`src/rtl/jtag_word_rx_if.sv`:
```
// jtag_word_rx_if: valid/ready word stream leaving the JTAG receiver.
// Ports: data/valid driven by master, ready driven by slave.
interface jtag_word_rx_if #(
   parameter int WIDTH = 8
) ();
   logic [WIDTH-1:0] data;
   logic             valid;
   logic             ready;

   modport master (output data, output valid, input ready);
   modport slave  (input data, input valid, output ready);
endinterface

```
`src/rtl/jtag_word_rx.sv`:
```
// jtag_word_rx: TCK-domain deserialiser, LSB-first TDI -> WIDTH-bit words,
// buffered in a DEPTH-word FIFO behind a valid/ready stream (m).
// Ports: clk_i/rst_ni, BSCANE2 sel/capture/shift/tap_reset/tdi, tdo_o,
// m (master stream), level_o, overflow_o (sticky), word_cnt_o.
// Option: define JTAG_RX_STATUS_EN to return {overflow, free slots} on tdo_o.
module jtag_word_rx #(
   parameter int WIDTH = 8,
   parameter int DEPTH = 4,
   parameter int CNT_W = 16,
   localparam int LW = $clog2(DEPTH + 1)
) (
   input  logic             clk_i,
   input  logic             rst_ni,
   input  logic             sel_i,
   input  logic             capture_i,
   input  logic             shift_i,
   input  logic             tap_reset_i,
   input  logic             tdi_i,
   output logic             tdo_o,
   jtag_word_rx_if.master   m,
   output logic [LW-1:0]    level_o,
   output logic             overflow_o,
   output logic [CNT_W-1:0] word_cnt_o
);
   localparam int BW = $clog2(WIDTH);
   localparam int AW = $clog2(DEPTH);

   logic [BW-1:0]    bit_q;
   logic [WIDTH-1:0] sr_q;
   logic [AW-1:0]    wptr_q;
   logic [AW-1:0]    rptr_q;
   logic [LW-1:0]    level_q;
   logic [LW-1:0]    level_d;
   logic             ovf_q;
   logic             ovf_d;
   logic [CNT_W-1:0] cnt_q;
   logic [WIDTH-1:0] mem_q [DEPTH];

   logic             pop;
   logic             at_end;
   logic             push;
   logic             accept;
   logic [WIDTH-1:0] word;
   logic [WIDTH-1:0] reload;

   always_comb begin
      pop     = (level_q != '0) && m.ready;
      word    = {tdi_i, sr_q[WIDTH-1:1]};
      at_end  = (bit_q == BW'(WIDTH - 1));
      push    = sel_i && !capture_i && shift_i && at_end;
      // a pop on the same edge frees a slot, so a full FIFO still accepts
      accept  = push && ((level_q != LW'(DEPTH)) || pop);
      level_d = level_q;
      if (accept && !pop) begin
         level_d = level_q + LW'(1);
      end else if (pop && !accept) begin
         level_d = level_q - LW'(1);
      end
      ovf_d   = ovf_q || (push && !accept);
      reload  = '0;
`ifdef JTAG_RX_STATUS_EN
      // post-edge state, so the host sees the effect of this very word
      reload[LW-1:0]  = LW'(DEPTH) - level_d;
      reload[WIDTH-1] = ovf_d;
`endif
   end

   always_ff @(posedge clk_i) begin
      if (accept && !tap_reset_i) begin
         mem_q[wptr_q] <= word;
      end
   end

   always_ff @(posedge clk_i or negedge rst_ni) begin
      if (!rst_ni) begin
         bit_q   <= '0;
         sr_q    <= '0;
         wptr_q  <= '0;
         rptr_q  <= '0;
         level_q <= '0;
         ovf_q   <= 1'b0;
         cnt_q   <= '0;
      end else if (tap_reset_i) begin
         bit_q   <= '0;
         sr_q    <= '0;
         wptr_q  <= '0;
         rptr_q  <= '0;
         level_q <= '0;
         ovf_q   <= 1'b0;
         cnt_q   <= '0;
      end else begin
         if (pop) begin
            rptr_q <= rptr_q + AW'(1);
         end
         if (accept) begin
            wptr_q <= wptr_q + AW'(1);
            cnt_q  <= cnt_q + CNT_W'(1);
         end
         level_q <= level_d;
         ovf_q   <= ovf_d;
         if (!sel_i) begin
            bit_q <= '0;
            sr_q  <= '0;
         end else if (capture_i) begin
            bit_q <= '0;
            sr_q  <= reload;
         end else if (shift_i) begin
            if (at_end) begin
               bit_q <= '0;
               sr_q  <= reload;
            end else begin
               bit_q <= bit_q + BW'(1);
               sr_q  <= word;
            end
         end
      end
   end

   assign m.valid    = (level_q != '0);
   assign m.data     = m.valid ? mem_q[rptr_q] : '0;
   assign tdo_o      = sr_q[0];
   assign level_o    = level_q;
   assign overflow_o = ovf_q;
   assign word_cnt_o = cnt_q;
endmodule
```
`src/flat_wrapper.sv`:
```
// flat-port wrapper written by rule: the top's interface ports become plain ports
module jtag_word_rx_flat 
#(
   parameter int WIDTH = 8,
   parameter int DEPTH = 4,
   parameter int CNT_W = 16,
   localparam int LW = $clog2(DEPTH + 1)
)
  (clk_i, rst_ni, sel_i, capture_i, shift_i, tap_reset_i, tdi_i, tdo_o, level_o, overflow_o, word_cnt_o, m_data, m_valid, m_ready);
  jtag_word_rx_if #(.WIDTH(WIDTH)) m_i ();
  input  logic clk_i;
  input  logic rst_ni;
  input  logic sel_i;
  input  logic capture_i;
  input  logic shift_i;
  input  logic tap_reset_i;
  input  logic tdi_i;
  output logic tdo_o;
  output logic [LW-1:0] level_o;
  output logic overflow_o;
  output logic [CNT_W-1:0] word_cnt_o;
  output wire logic [$bits(m_i.data)-1:0] m_data;
  output wire logic [$bits(m_i.valid)-1:0] m_valid;
  input wire logic [$bits(m_i.ready)-1:0] m_ready;
  assign m_data = m_i.data;
  assign m_valid = m_i.valid;
  assign m_i.ready = m_ready;
  jtag_word_rx #(.WIDTH(WIDTH), .DEPTH(DEPTH), .CNT_W(CNT_W)) u_core (.clk_i(clk_i), .rst_ni(rst_ni), .sel_i(sel_i), .capture_i(capture_i), .shift_i(shift_i), .tap_reset_i(tap_reset_i), .tdi_i(tdi_i), .tdo_o(tdo_o), .m(m_i), .level_o(level_o), .overflow_o(overflow_o), .word_cnt_o(word_cnt_o));
endmodule
```
`config.mk`:
```
export PLATFORM = sky130hd
export DESIGN_NAME = jtag_word_rx_flat
export DESIGN_NICKNAME = d
export VERILOG_FILES = /design/src/rtl/jtag_word_rx_if.sv /design/src/rtl/jtag_word_rx.sv /design/src/flat_wrapper.sv
export SDC_FILE = /design/constraint.sdc
export NUM_CORES = 1
export LEC_CHECK = 0
export CAP_MARGIN = 20
export CORE_MARGIN = 2
export CORE_UTILIZATION = 52
export CTS_BUF_LIST = sky130_fd_sc_hd__clkbuf_4
export DETAILED_ROUTE_END_ITERATION = 10
export PLACE_DENSITY_LB_ADDON = 0.05
export SLEW_MARGIN = 20
export SYNTH_ARGS = -nofsm -noshare
export SYNTH_HDL_FRONTEND = slang
export SYNTH_SLANG_ARGS = --single-unit
export TNS_END_PERCENT = 30
```
`constraint.sdc`:
```
create_clock -name clk_i -period 2.4 [get_ports clk_i]
set_clock_uncertainty 0.15 [all_clocks]
set_input_delay 0.48 -clock clk_i [delete_from_list [all_inputs] [get_ports clk_i]]
set_output_delay 0.48 -clock clk_i [all_outputs]
set_load 0.01 [all_outputs]
```
==> results.yml <==
synth:
  synth_seq_area_share_pct: 61.2
  yosysTopAreaCell: "edfxtp_1"
  syn_area_um2: 3000
  ys_types: 39
  yosysTopAreaCellShare_pct: 32.0
  postSynthCellCount: 225
  synth-main-ff-cell: "dfrtp_1"
  syn-num-nets: 241
  ys_seq_elements: 67
  synth_compound_area_share_pct: 7.76
  synth_commonest_cells: "dfrtp_1, edfxtp_1, nor2_1"
  syn_avg_cell_area_um2: 13.3
  synth.most_common_cell: "dfrtp_1"
  synth_fa_ha_area_share_pct: 3.59
  synth_edf_count: 32
  yosysWarningCount: 0
  synthMuxAreaShare_pct: 7.47
  synthSimpleGateAreaFrac_pct: 14.9
  synth_area_leaders: "edfxtp_1, dfrtp_1, mux4_2, ha_1, a22o_1"
  synth_top_family_by_area: "simple AND/OR/NAND/NOR gates"
  synthXorXnorAreaFrac_pct: 2.92
  async_flop_share_pct: 52.2
sta:
  maxSlewViolCount: 0
  hold_viol: 0
  fmax_mhz: 423
  max_slew_margin_pct: 52.2
  tightestPinTransition_ps: 714
  final-setup-viol-count: 0
  fin_ws_ps: 36.0
  tns_ps: 0
  period_minus_slack_ps: 2360
  rsz0062_at_grt: "true"
  period_share_pct: 98.5
clocking:
  htree_levels: 3
  clkSinkCount: 67
  cts_buffers: 9
  tritoncts: "yes"
  insertion_delay_ps: 410
  cts.clk_slew.worst_paths_ps: 110
  cts.root.buffer_cell: "clkbuf_4"
  clock_path_buffers: 2
worst_setup_path:
  r2r_end: "u_core.level_o[2]"
  rr_worst_depth: 8
  worst-path-buf-inv: 2
  cpPeakStageDelay_ps: 490
  cp.arrival_ps: 1730
  rrSetupSlack_ps: 70
  critPathRequiredTime_ps: 1770
  cp_cell_sequence: "buf_12 > mux4_2 > and2_1 > buf_2"
  slowest_stage: "mux4_2"
  crit_type: "reg -> out"
  crit_cells: 4
  start_kind: "flop"
  critPathMaxFanout: 5
  rr_startpoint: "u_core.bit_q[0]"
  cp-end-kind: "output pin"
  critPathTopFamily: "multiplexers"
layout:
  insertedDiodeCount: 0
  nets: 308
  stdcell_area_um2: 3800
  area_growth_syn_to_layout_pct: 26.9
  fill_cells: 422
  drive_above_1_share_pct: 25.3
outcome:
  status: "finished clean"
floorplanning:
  rows: 27
  die_w_um: 79.9
  die_area_um2: 6390
  ioPinCount: 38
  initial_core_util_pct: 54.1
  die_h_um: 79.9
  core_area_um2: 5540
power:
  p_sw_uw: 651
  p_comb_share_pct: 20.6
  cellLeakagePower_nw: 1.47
  p_per_area_nw_per_um2: 649
  power_mw: 2.47
  power.share.sequential_pct: 49.8
  intPower_mw: 1.82
  pwr-share-clk_pct: 29.7
  ir_worst_vdd_mv: 0.468
  netSwitchingFraction_pct: 26.3
grt:
  antenna_found_initial: 0
  use_met3_pct: 4.86
  grt_pass1_wl_um: 10200
  track_usage_pct: 21.6
  grt_max_degree: 36
  grt-busiest-layer: "met1"
  grt_util_met1_pct: 31.8
  overflow: 0
  grt_pass1_vias: 2044
  met2_usage_pct: 31.5
route:
  first_iter_violations: 59
  via_per_inst: 5.60
  routedWlPerCell_um: 16.6
  route.detailed.drc: 0
  antenna_left: 0
  vias: 2065
  drt_first_pass_iters: 4
  drt-total-wl_um: 6110
placement:
  dpl-instance-area_um2: 3620
  dp_hpwl_um: 4100
  port_buffers: 37
  dp_slack_ps: -270
  globalplace.congestion: 0.780
min_path:
  hold_class: "reg -> reg"
  hold_depth: 2
  min_from: "u_core.overflow_o"
  worstHoldEndpoint: "u_core.overflow_o"
run:
  maxCapViolations: 0
[kinds of logic after synthesis]
group,Yosys count
and+or+nand+nor,76
buffers and inverters,16
AOI/OAI and AO/OA,36
muxes,12
DFF,67
xor gates and xnor gates,10
adders and majority gates,8
[sequential cells by signal (all words and copies together) (netlist names)]
register           count
u_core.mem_q          32
u_core.word_cnt_o     16
u_core.level_o         3
u_core.bit_q           3
u_core.sr_q            8
u_core.overflow_o      1
u_core.rptr_q          2
u_core.wptr_q          2
[per-stage QoR]
step,hold slack [ps],utilization (%),std cells
floorplan,34.4,-,225
global placement,342,65.4,349
detailed placement,351,65.4,349
CTS,379,68.3,368
global route,407,68.7,369
finish,378,68.7,369
[how the worst max path moves through the flow]
stage                           from  slack, ps                end
floorplan                    m_ready          3  u_core.level_o[2]
global placement             m_ready       -220  u_core.level_o[2]
detailed placement           m_ready       -270  u_core.level_o[2]
CTS                 u_core.rptr_q[0]        -30          m_data[3]
global route        u_core.rptr_q[0]        -30          m_data[3]
finish              u_core.rptr_q[0]         40          m_data[3]
[repair_timing]
item,4_1_cts,5_1_grt
gates resized for setup,38,4
hold endpoints to repair,35,0
setup buffers,1,1
endpoints found under the setup margin,9,38
hold buffers,1,0
pin swaps,5,3
cloned,1,0
[area by class of cell]
| type | count | area (µm²) | area share [%] |
|---|---|---|---|
| clock inverter | 6 | 66.3 | 1.74 |
| tap | 72 | 90.1 | 2.37 |
| clock buffer | 10 | 75.1 | 1.97 |
| sequential | 67 | 1840 | 48.3 |
| inverter | 6 | 22.5 | 0.592 |
| timing repair buffer | 66 | 587 | 15.4 |
| multi-input combinational | 142 | 1130 | 29.6 |
[metal layers]
layer | share of wire, % | up-vias
met5 | 0 | -
met4 | 1.4 | 0
met3 | 5.5 | 10
met2 | 46 | 53
met1 | 47 | 1027
li1 | - | 975
[power by group through the flow]
stage	Sequential, mW	Clock, mW	Combinational [mW]
floorplan	1.26	0	0.244
global placement	1.25	0	0.487
detailed placement	1.25	0	0.492
CTS	1.23	0.741	0.514
global route	1.23	0.800	0.552
finish	1.23	0.733	0.508
[worst register-to-register path: stages (launching register included)]
cell and delay (ps):
dfrtp_1 400, ha_1 200, ha_1 240, nand4b_4 160
a211oi_2 70, fa_2 400, or3_1 340, a21o_1 170
a21oi_1 140
[layout by cell type, fill, tap and decap left out, types with 3 or more instances in the layout]
| cell | netlist | final |
|---|---|---|
| xor2_1 | 3 | 3 |
| or4_1 | 3 | 3 |
| clkdlybuf4s50_1 | 0 | 27 |
| nor3_1 | 3 | 3 |
| dfrtp_1 | 35 | 34 |
| buf_4 | 0 | 26 |
| mux4_2 | 8 | 8 |
| a22o_1 | 9 | 9 |
| nand4_1 | 5 | 5 |
| clkbuf_4 | 0 | 10 |
| nor2_1 | 20 | 20 |
| xnor2_1 | 7 | 7 |
| or3_1 | 7 | 6 |
| a21oi_1 | 13 | 13 |
| ha_1 | 7 | 7 |
| buf_2 | 2 | 7 |
| nand2_1 | 6 | 6 |
| mux2_2 | 3 | 3 |
| o21ai_0 | 6 | 6 |
| nor4_1 | 3 | 3 |
| and2_1 | 12 | 10 |
| inv_1 | 6 | 6 |
| edfxtp_1 | 32 | 32 |
| o31ai_1 | 3 | 3 |
| nand3_1 | 8 | 8 |
No activity file was read; power rests on OpenSTA's default activity.
